$ cat config.mk
export PLATFORM = sky130hd
export DESIGN_NAME = dmem_arbiter
export DESIGN_NICKNAME = d
export VERILOG_FILES = /design/src/rtl/dmem_arbiter.sv
export SDC_FILE = /design/constraint.sdc
export NUM_CORES = 1
export LEC_CHECK = 0
export ABC_AREA = 1
export BUFFER_PORTS_ARGS = -buffer_cell sky130_fd_sc_hd__buf_2
export CORE_UTILIZATION = 47
export CTS_CLUSTER_DIAMETER = 200
export DETAILED_ROUTE_END_ITERATION = 7
export PLACE_DENSITY_LB_ADDON = 0.08
export SYNTH_ARGS = -nofsm -noshare
export SYNTH_HDL_FRONTEND = slang
export SYNTH_SLANG_ARGS = --single-unit
$ cat constraint.sdc
create_clock -name clk -period 6.1 [get_ports clk]
set_clock_uncertainty 0.2 [all_clocks]
set_input_delay 1.22 -clock clk [delete_from_list [all_inputs] [get_ports clk]]
set_output_delay 1.22 -clock clk [all_outputs]
set_load 0.05 [all_outputs]
$ cat src/rtl/dmem_arbiter.sv
// -----------------------------------------------------------------------------
// dmem_arbiter
//
// Two-port arbiter and sequencer for a single-cycle data memory.
// Port 0 is the core load/store unit and port 1 is the loader/debug master.
// Every accepted request runs as a fixed three-cycle transaction:
//   IDLE   : grant (combinational gnt), capture the request, classify it
//   ACCESS : drive the memory pins (only for a legal, aligned address)
//   RESP   : one-cycle rvalid pulse with rdata/err on the granted port
// Misaligned or out-of-range requests never touch the memory and complete
// with err=1 and rdata=0.
//
// Ports
//   clk, reset               clock (rising edge), async active-high reset
//   rN_req/we/addr/wdata     request from port N, held until rN_gnt is seen
//   rN_gnt                   request accepted this cycle (combinational)
//   rN_rvalid/rdata/err      registered one-cycle completion pulse
//   mem_addr/wdata           byte address and write data to the memory
//   mem_write/mem_read       memory enables, high only during ACCESS
//   mem_rdata                memory read data (combinational from mem_addr)
//
// gnt depends only on registered state and the req inputs; every other
// output is a flop, so there is no combinational path from mem_rdata to
// any output.
// -----------------------------------------------------------------------------
module dmem_arbiter #(
  parameter int unsigned ADDR_W    = 32,
  parameter int unsigned DATA_W    = 32,
  parameter int unsigned MEM_WORDS = 64
) (
  input  logic              clk,
  input  logic              reset,

  input  logic              r0_req,
  input  logic              r0_we,
  input  logic [ADDR_W-1:0] r0_addr,
  input  logic [DATA_W-1:0] r0_wdata,
  output logic              r0_gnt,
  output logic              r0_rvalid,
  output logic [DATA_W-1:0] r0_rdata,
  output logic              r0_err,

  input  logic              r1_req,
  input  logic              r1_we,
  input  logic [ADDR_W-1:0] r1_addr,
  input  logic [DATA_W-1:0] r1_wdata,
  output logic              r1_gnt,
  output logic              r1_rvalid,
  output logic [DATA_W-1:0] r1_rdata,
  output logic              r1_err,

  output logic [ADDR_W-1:0] mem_addr,
  output logic [DATA_W-1:0] mem_wdata,
  output logic              mem_write,
  output logic              mem_read,
  input  logic [DATA_W-1:0] mem_rdata
);

  typedef enum logic [1:0] {
    IDLE   = 2'd0,
    ACCESS = 2'd1,
    RESP   = 2'd2
  } state_t;

  state_t state;

  // Round-robin pointer: 0 favours port 0 on a simultaneous request.
  logic prio;

  // Transaction context captured at grant time.
  logic lat_port;   // 0 = port 0, 1 = port 1
  logic lat_we;
  logic lat_bad;

  // Selected request (valid only when one of the gnt outputs is high).
  logic              sel_port;
  logic              sel_we;
  logic [ADDR_W-1:0] sel_addr;
  logic [DATA_W-1:0] sel_wdata;
  logic [ADDR_W-1:0] sel_word;
  logic              sel_bad;

  // Read data returned with the response: memory data for a good read,
  // zero for writes and for rejected requests.
  logic [DATA_W-1:0] resp_data;

  // ---------------------------------------------------------------------------
  // Grant logic. Grants are issued only in IDLE; a requester that loses
  // simply keeps req high and is picked up on the next IDLE cycle, where the
  // flipped priority pointer guarantees it wins.
  // ---------------------------------------------------------------------------
  always_comb begin
    // NOTE: every output of a combinational block gets a default first so
    // no path through the block leaves it unassigned (which would infer a latch).
    r0_gnt = 1'b0;
    r1_gnt = 1'b0;
    if (state == IDLE) begin
      if (r0_req && (!r1_req || !prio)) begin
        r0_gnt = 1'b1;
      end else if (r1_req) begin
        r1_gnt = 1'b1;
      end
    end
  end

  // Request mux and address classification for the granted port.
  always_comb begin
    sel_port  = r1_gnt;
    sel_we    = sel_port ? r1_we    : r0_we;
    sel_addr  = sel_port ? r1_addr  : r0_addr;
    sel_wdata = sel_port ? r1_wdata : r0_wdata;
    sel_word  = sel_addr >> 2;
    sel_bad   = (sel_addr[1:0] != 2'b00) || (sel_word >= ADDR_W'(MEM_WORDS));
  end

  assign resp_data = (!lat_bad && !lat_we) ? mem_rdata : '0;

  // ---------------------------------------------------------------------------
  // Sequencer. The mem_* outputs are registered: they are loaded on the edge
  // entering ACCESS and cleared on the edge leaving it, so they are nonzero
  // exactly for the ACCESS cycle. The response outputs follow the same
  // pattern one cycle later for RESP.
  // ---------------------------------------------------------------------------
  always_ff @(posedge clk or posedge reset) begin
    if (reset) begin
      state     <= IDLE;
      prio      <= 1'b0;
      lat_port  <= 1'b0;
      lat_we    <= 1'b0;
      lat_bad   <= 1'b0;
      mem_addr  <= '0;
      mem_wdata <= '0;
      mem_write <= 1'b0;
      mem_read  <= 1'b0;
      r0_rvalid <= 1'b0;
      r0_rdata  <= '0;
      r0_err    <= 1'b0;
      r1_rvalid <= 1'b0;
      r1_rdata  <= '0;
      r1_err    <= 1'b0;
    end else begin
      // NOTE: sequential state uses non-blocking assignments only, so every
      // flop samples the values from before this edge regardless of order.
      unique case (state)
        IDLE: begin
          if (r0_gnt || r1_gnt) begin
            lat_port <= sel_port;
            lat_we   <= sel_we;
            lat_bad  <= sel_bad;
            prio     <= !sel_port;
            // A rejected request leaves the memory pins at zero.
            if (!sel_bad) begin
              mem_addr  <= sel_addr;
              mem_wdata <= sel_wdata;
              mem_write <= sel_we;
              mem_read  <= !sel_we;
            end
            state <= ACCESS;
          end
        end

        ACCESS: begin
          // The memory commits a write, and its read data is captured, on
          // the edge that ends this cycle.
          mem_addr  <= '0;
          mem_wdata <= '0;
          mem_write <= 1'b0;
          mem_read  <= 1'b0;
          r0_rvalid <= !lat_port;
          r1_rvalid <= lat_port;
          r0_rdata  <= lat_port ? '0 : resp_data;
          r1_rdata  <= lat_port ? resp_data : '0;
          r0_err    <= !lat_port && lat_bad;
          r1_err    <= lat_port && lat_bad;
          state     <= RESP;
        end

        RESP: begin
          r0_rvalid <= 1'b0;
          r0_rdata  <= '0;
          r0_err    <= 1'b0;
          r1_rvalid <= 1'b0;
          r1_rdata  <= '0;
          r1_err    <= 1'b0;
          state     <= IDLE;
        end

        default: begin
          state <= IDLE;
        end
      endcase
    end
  end

endmodule
==> results.md, run 1 <==
* Int Pwr at 0.00216 W
* Post-Layout Cell Count at 1279
* Share of cells above drive strength 1 at 0.322
* Worst Tran Pin Value at 0.808 ns
* Relative slew margins at 0.459
* Setup slack, reg-to-reg at 1.87 ns
* Commonest cells in the synthesized netlist: nand2_1 (258), dfrtp_1 (140), inv_1 (129)
* Met2 routed wirelength at 8.73 mm
* Ant diodes at 0
* Psw at 0.00167 W
* CTS clk-pin slew, worst paths at 0.06 ns
* HP Class: flop to flop
* Total gr overflow at 0
* Synth Cell Area at 0.00649 mm2
* Combinational power share at 0.408
* Core Footprint at 0.0133 mm2
* Final WL at 18.0 mm
* Setup CP Type: input pin to flop
* Length of routed wiring on met1 at 7.83 mm
* Site row count at 42
* Worst-Skew Late Latency at 0.41 ns
* Hold WS at 0.289 ns
* Fin. max-slew vios at 0
* EDFF count, synth at 0
* Period utilisation layout at 0.753
* Initial drt markers at 415
* Drt pass-1 iters at 4
* Placed insts at 1247
* Status: complete, no violations
* CP endpoint kind: flop
* Syn. warnings at 0
* Crit-path max FO at 43
* Syn Inst Count at 811
* RSZ-0062 raised after global routing: false
* Largest net degree at the start of global routing at 91
* Initial antenna violation count at 0
* Yosys top cell area share at 0.540
* Die height at 119 um
* Via/cell ratio at 4.87
* TritonCTS buffer count at 17
* I/O pin count at 302
* TritonCTS Sinks at 140
* Mapped Avg Cell Area at 8.00 um2
* P&R area growth vs syn at 34.2%
* Clock share of power at 0.293
* H-tree Lvls at 4
* Most used DFF post-synth: dfrtp_1
* DP HPWL at 12.3 mm
* WL met3 at 1.15 mm
* Overall power at 0.00383 W
* RePlAce Congestion at 0.791
* GRT Total Usage at 0.257
* Final setup viols at 0
* Synth Register Bits at 140
* Setup TNS Final at 0 ns
* Input/output buffers at 301
* Worst Path Arrival at 4.70 ns
* Minimum clock period at 4.59 ns
* Highest clock rate at 218 MHz
* Drt wl/cell at 14.1 um
* Die width at 119 um
* Top-count cell post-synth: nand2_1
* TritonCTS clock tree: built
* Switching part of the total at 0.435
* Hold Buf Count CTS at 0
* First-pass GRT wire length at 28.6 mm
* Number of global-route vias before repair at 5825
* Asr flop ratio synth at 1.00
* PD cells at 439 mW/mm2
* Synth top area cells: dfrtp_1 (54%), nand2_1 (15%), inv_1 (7.5%)
* Fillers at 1202
* Number of remaining DRC errors at 0
* Vias at 6226
* Synthesized Nets at 980
* Nets at 1259
* CP startpoint kind: input pin
* Post-CTS Setup Inserts at 0
* Detail Route Antenna Nets at 0
* Seq pwr share at 0.299
* P_leak at 4.88 nW
* Netlist cell types at 21
* Initial Utilization at 0.486
* Top routing layer used: met4
* Hold Fails Final Rpt at 0
* Clock buffer depth at 2
* Register area share after synthesis at 0.540
* Root buf cell: clkbuf_16
* Req. time, crit path at 6.21 ns
* Resized Gates After CTS at 0
* Total die area at 0.0143 mm2
* Cell taking the most area after synthesis: dfrtp_1
* Max_cap viols at 0
* Worst VDD drop at 0.283 mV
## worst max-delay path, stage by stage
cell,delay (ns)
buf_2,0.10
nand2_1,0.08
nand2_2,0.33
nand2_2,0.54
inv_2,0.14
buf_4,0.38
o21ai_0,0.14
nand3_1,0.08
nor2_1,0.05
nand2_2,0.05
buf_4,0.37
nand2_2,0.59
buf_4,0.44
nand2_1,0.09
nand2_1,0.05
## power by group through the flow
stage | combinational (W) | sequential [W] | clock (W)
2_1_floorplan | 0.000792 | 0.00155 | 0
3_3_place_gp | 0.00156 | 0.00116 | 0
3_5_place_dp | 0.00157 | 0.00115 | 0
4_1_cts | 0.00157 | 0.00114 | 0.00113
5_1_grt | 0.00169 | 0.00116 | 0.00118
6_report | 0.00156 | 0.00114 | 0.00112
## area by class of cell
class / instances / area [um2] / share of cell area
Sequential cell: 140 / 3500 / 0.402
Timing Repair Buffer: 312 / 1590 / 0.183
Multi-Input combinational cell: 488 / 2250 / 0.258
Clock buffer: 17 / 425 / 0.0489
Tap cell: 176 / 220 / 0.0253
Clock inverter: 15 / 221 / 0.0254
Inverter: 131 / 499 / 0.0574
## worst paths after layout
path | cells past startpoint | end | startpoint
max in group asynchronous | 3 | mem_addr[14] | reset
worst max register to register | 16 | mem_wdata[5] | state[0]
min in group asynchronous | 2 | mem_addr[17] | reset
worst min-delay path | 2 | mem_addr[12] | mem_addr[12]
worst max-delay path | 15 | mem_wdata[5] | r1_req
worst min register to register | 2 | mem_addr[12] | mem_addr[12]
## cells by family (layout without fill, tap and decap cells)
| logic type | after synthesis | in the layout | synth area share |
|---|---|---|---|
| adder cells (fa/ha/maj) | 3 | 3 | 0.00579 |
| buffers and inverters | 183 | 475 | 0.115 |
| AND/OR/NAND/NOR | 370 | 370 | 0.238 |
| flip-flops | 140 | 140 | 0.540 |
| AO/OA/AOI/OAI | 115 | 115 | 0.102 |
## routing by layer
layer  up-vias  global-route usage
li1       3092                   -
met1      2880               0.333
met2       238               0.428
met3        16              0.0608
met4         0              0.0719
met5         -                   0
## flip-flops by register name, indices dropped and copies added, names as in the netlist, 2 cells and up
| name | cells |
|---|---|
| mem_wdata | 32 |
| r1_rdata | 32 |
| mem_addr | 32 |
| r0_rdata | 32 |
| state | 2 |
## layout by cell type, fill, tap and decap left out, drive strengths merged, types with 10 or more instances in the layout
master,instances
a21oi,38
buf,312
nor2,38
o21ai,10
nand3,46
clkbuf,17
inv,132
nand3b,21
dfrtp,140
o22ai,66
nand2,263
## stage by stage
| step | area, um2 | setup slack (ns) | utilization |
|---|---|---|---|
| detailed placement | 8060 | 1.11 | 0.604 |
| CTS | 8700 | 1.54 | 0.652 |
| floorplan | 6490 | 0.927 | - |
| global placement | 8060 | 1.17 | 0.604 |
| global route | 8700 | 1.18 | 0.652 |
| finish | 8700 | 1.51 | 0.652 |
(Power assumes the default switching activity.)
==> run 2, diff against run 1 <==
Settings changed: ABC_AREA 1 to 0, CORE_AREA set to 2 2 117 119, CORE_UTILIZATION 47 to unset, DIE_AREA set to 0 0 119 121.
Clock period 6.1 ns to 4.7 ns, I/O delays scaled along.
==> results.md, run 2 <==
* Top-count cell post-synth: dfrtp_1
* Largest net degree at the start of global routing at 141
* Site row count at 42
* Relative slew margins at 0.206
* Initial drt markers at 249
* Total die area at 0.0144 mm2
* Max_cap viols at 0
* Synthesized Nets at 672
* Synth top area cells: dfrtp_1 (59%), o22ai_1 (7.0%), mux2i_1 (6.6%)
* Most frequent cells in the layout: buf_2 (301), dfrtp_1 (140), inv_1 (75)
* EDFF count, synth at 0
* Setup TNS Final at 0 ns
* Placed insts at 953
* Synth Cell Area at 0.00590 mm2
* Root buf cell: clkbuf_16
* Req. time, crit path at 3.56 ns
* Number of remaining DRC errors at 0
* Asr flop ratio synth at 1.00
* RePlAce Congestion at 0.778
* TritonCTS buffer count at 17
* Hold Buf Count CTS at 0
* Initial antenna violation count at 1
* I/O pin count at 302
* Minimum clock period at 2.96 ns
* Overall power at 0.00351 W
* Clock buffer depth at 2
* Period utilisation layout at 0.629
* Input/output buffers at 301
* PD cells at 435 mW/mm2
* Post-Layout Cell Count at 986
* Cell taking the most area after synthesis: dfrtp_1
* Synth Register Bits at 140
* Drt wl/cell at 16.6 um
* Worst-Skew Late Latency at 0.41 ns
* Resized Gates After CTS at 0
* Mapped Avg Cell Area at 11.7 um2
* Worst VDD drop at 0.265 mV
* TritonCTS Sinks at 140
* Initial Utilization at 0.451
* Worst Tran Pin Value at 1.19 ns
* Length of routed wiring on met1 at 6.47 mm
* RSZ-0062 raised after global routing: false
* Met2 routed wirelength at 8.47 mm
* CP endpoint kind: output port
* Yosys top cell area share at 0.593
* P&R area growth vs syn at 36.8%
* Number of global-route vias before repair at 4915
* Syn. warnings at 0
* Post-CTS Setup Inserts at 0
* Register area share after synthesis at 0.593
* Die width at 119 um
* HP Class: flop to flop
* TritonCTS clock tree: built
* Total gr overflow at 0
* Final setup viols at 0
* P_leak at 4.17 nW
* First-pass GRT wire length at 25.6 mm
* Commonest non-fill, non-tap cell in the layout: buf_2
* CP startpoint kind: flop
* Fin. max-slew vios at 0
* Status: complete, no violations
* CTS clk-pin slew, worst paths at 0.06 ns
* Hold Fails Final Rpt at 0
* Crit-path max FO at 7
* GRT Total Usage at 0.232
* DP HPWL at 11.7 mm
* Core Footprint at 0.0131 mm2
* Share of cells above drive strength 1 at 0.449
* WL met3 at 1.11 mm
* Die height at 121 um
* Most used DFF post-synth: dfrtp_1
* Fin util at 0.617
* Drt pass-1 iters at 4
* Setup CP Type: flop to output port
* H-tree Lvls at 4
* Via/cell ratio at 4.96
* Highest clock rate at 338 MHz
* Worst Path Arrival at 1.82 ns
* Syn Inst Count at 503
* Final WL at 16.4 mm
* Detail Route Antenna Nets at 0
* Vias at 4892
* Nets at 965
* Netlist cell types at 33
* Top routing layer used: met4
* Commonest cells in the synthesized netlist: dfrtp_1 (140), inv_1 (76), o22ai_1 (66)
[run 2: changes by cell type in the layout (fill, tap and decap cells not counted), sizes merged, moves of 36 or more]
| cell | before | now |
|---|---|---|
| inv | 132 | 75 |
| a21oi | 38 | 2 |
| nand2 | 263 | 37 |
| nand3 | 46 | 0 |
| mux2i | 0 | 39 |
| o2bb2ai | 0 | 38 |
[run 2: final cells by class]
| type | count | area (um2) |
|---|---|---|
| fillers | 1102 | 5010 |
| flip-flops and latches | 140 | 3500 |
| multi-input cells | 254 | 1930 |
| repair buffers | 307 | 1560 |
| clock buffers | 25 | 485 |
| inverters | 76 | 289 |
| well taps | 176 | 220 |
| clock inverters | 7 | 87.6 |
| diodes | 1 | 2.50 |
[run 2: worst paths after layout]
check,cells past startpoint,startpoint,endpoint,slack [ns]
min in group asynchronous,3,reset,r1_rdata[25],0.48
hold / removal,1,mem_addr[13],mem_addr[13],0.28
hold reg to reg,1,mem_addr[13],mem_addr[13],0.28
setup reg to reg,7,state[0],mem_addr[2],1.97
max in group asynchronous,3,reset,mem_addr[21],3.17
setup / recovery,5,state[1],r1_gnt,1.74
[run 2: power by group]
part / switching [W] / leakage, nW / internal [W]
sequential: 0.0000219 / 1.94 / 0.00125
combinational: 0.000680 / 1.95 / 0.000269
clock: 0.000479 / 0.281 / 0.000819
total: 0.00118 / 4.17 / 0.00233
[run 2: routing by layer]
metal	vias up	GRT usage
met3	24	0.0733
met5	-	0
met1	2350	0.272
met4	0	0.0789
met2	192	0.402
li1	2326	-
[run 2: worst max-delay path: stages, from the launching register on]
cell      delay, ns
dfrtp_1        0.38
inv_1          0.09
ha_2           0.24
and2_4         0.17
a21boi_4       0.21
buf_2          0.32
[run 2: cell families (layout without fill, tap and decap cells)]
group | Yosys count | after routing | share of synthesized area
buffers and inverters | 109 | 415 | 0.0824
muxes | 39 | 39 | 0.0661
DFF | 140 | 140 | 0.593
other | 0 | 1 | 0
AOI/OAI and AO/OA | 120 | 120 | 0.170
and+or+nand+nor | 92 | 92 | 0.0818
adders and majority gates | 3 | 3 | 0.00636
[run 2: per-stage QoR]
step                      instance area (um2)  hold WS (ns)  setup WS (ns)
after floorplan                          5910         0.251           1.81
after global placement                   7500         0.264           1.63
after detailed placement                 7500         0.265           1.51
after CTS                                8080         0.280           1.70
after global routing                     8080         0.299           1.64
final                                    8080         0.276           1.74
==> run 3, diff against run 2 <==
Settings changed: CORE_AREA 2 2 117 119 to unset, CORE_UTILIZATION set to 41, DIE_AREA 0 0 119 121 to unset.
Clock period 4.7 ns to 2.6 ns, I/O delays scaled along.
==> results.md, run 3 (synthesis gave the netlist of run 2 again) <==
* Number of global-route vias before repair at 4806
* Die height at 122 um
* Initial drt markers at 149
* Number of remaining DRC errors at 0
* Worst setup path end: r1_gnt
* R2R Path Start: state[1]
* Worst path bufs/invs at 2
* TritonCTS buffer count at 17
* TritonCTS Sinks at 140
* Largest net degree at the start of global routing at 85
* Worst VDD drop at 0.470 mV
* Highest clock rate at 414 MHz
* Hold Fails Final Rpt at 0
* Worst Path Arrival at 1.70 ns
* Slowest CP cell: dfrtp_1
* Area after DPL at 0.00760 mm2
* Fillers at 1237
* Drt pass-1 iters at 5
* CTS clk-pin slew, worst paths at 0.05 ns
* Minimum clock period at 2.42 ns
* Ant diodes at 0
* Final WL at 16.5 mm
* CP startpoint kind: flop
* H-tree Lvls at 4
* Fin. max-slew vios at 0
* Period utilisation layout at 0.930
* Setup CP Type: flop to output port
* Overall power at 0.00668 W
* Clock buffer depth at 2
* Delay of the slowest critical-path stage at 0.38 ns
* Drt wl/cell at 16.6 um
* Nets at 973
* Setup slack, reg-to-reg at 0.31 ns
* Worst-path cell chain: inv_1 -> ha_2 -> and2_4 -> a21boi_4 -> buf_6
* TritonCTS clock tree: built
* RSZ-0062 raised after global routing: false
* Vias at 4918
* Worst Tran Pin Value at 0.860 ns
* Post-Layout Cell Count at 997
* Share of cells above drive strength 1 at 0.459
* Core Footprint at 0.0140 mm2
* Detail Route Antenna Nets at 0
* Total gr overflow at 0
* Max_cap viols at 0
* CP endpoint kind: output port
* Crit-path max FO at 7
* R2R Path End: mem_addr[20]
* I/O pin count at 302
* CP top delay family: flip-flops
* Status: complete, no violations
* First-pass GRT wire length at 24.6 mm
* Cells on worst reg2reg path at 8
* Input/output buffers at 301
* Total die area at 0.0149 mm2
* FF+latch area at 0.00350 mm2
* Placed insts at 963
* P&R area growth vs syn at 40.1%
* GRT Total Usage at 0.222
* DP HPWL at 11.9 mm
* Worst-Skew Late Latency at 0.41 ns
* Initial antenna violation count at 0
* Hold WS at 0.0220 ns
* Final setup viols at 0
* Multi-input gate area at 0.00193 mm2
* P_leak at 4.26 nW
* Worst Setup SP: state[1]
* Commonest non-fill, non-tap cell in the layout: buf_2
* Relative slew margins at 0.426
* Via/cell ratio at 4.93
* Die width at 122 um
* PD cells at 808 mW/mm2
* Hold Buf Count CTS at 0
* Fin area at 0.00827 mm2
* Root buf cell: clkbuf_16
* Setup TNS Final at 0 ns
* RePlAce Congestion at 0.726
* Most frequent cells in the layout: buf_2 (300), dfrtp_1 (140), inv_1 (75)
* Worst path depth at 5
* Initial Utilization at 0.422
* HP Class: input pin to asynchronous set/reset pin
* Req. time, crit path at 1.88 ns
* Site row count at 43
-- run 3: changes by cell type in the layout (fill, tap and decap cells not counted), moves of 2 or more --
cell / previous run / this run
bufinv_16: 2 / 4
clkinv_2: 4 / 2
buf_4: 5 / 9
buf_12: 1 / 5
clkbuf_1: 5 / 1
clkinvlp_4: 2 / 4
-- run 3: worst min path at each step --
stage	start	endpoint	slack, ns	cells after the start
floorplan	lat_we	lat_we	0.25	2
global placement	mem_addr[21]	mem_addr[21]	0.26	1
detailed placement	mem_addr[23]	mem_addr[23]	0.27	1
CTS	reset	r1_rdata[27]	0.03	3
global route	reset	r1_rdata[22]	0.04	3
finish	reset	r1_rdata[22]	0.02	3
-- run 3: through the flow --
stage / setup WS [ns] / util
3_3_place_gp: 0.145 / 0.544
4_1_cts: 0.0218 / 0.590
6_report: 0.183 / 0.591
5_1_grt: 0.0792 / 0.591
3_5_place_dp: 0.104 / 0.544
2_1_floorplan: 0.131 / -
-- run 3: power breakdown --
| part | switching, W | total [W] | internal, W |
|---|---|---|---|
| clock network | 0.000887 | 0.00259 | 0.00171 |
| registers | 0.0000397 | 0.00229 | 0.00225 |
| logic | 0.00125 | 0.00180 | 0.000544 |
-- run 3: routing by layer --
metal,GRT usage,vias to the layer above,part of all wire
li1,-,2351,-
met1,0.253,2381,0.39
met2,0.397,171,0.53
met3,0.0585,15,0.066
met4,0.0833,0,0.013
met5,0,-,0
-- run 3: tightest hold or removal path, delay by kind of cell --
kind	cells	cell delay, ns
buffers and inverters	3	0.49
-- run 3: repair_timing --
action / CTS / global route
pin swaps: 0 / 0
setup buffers: 0 / 2
endpoints found under the setup margin: 1 / 1
resized for setup: 1 / 1
-- run 3: cell type report --
class                           instances  share of cell area
Inverter                               76              0.0349
Multi-Input combinational cell        254               0.233
Clock inverter                         10              0.0195
Clock buffer                           22              0.0585
Sequential cell                       140               0.424
Timing Repair Buffer                  315               0.203
Tap cell                              180              0.0272
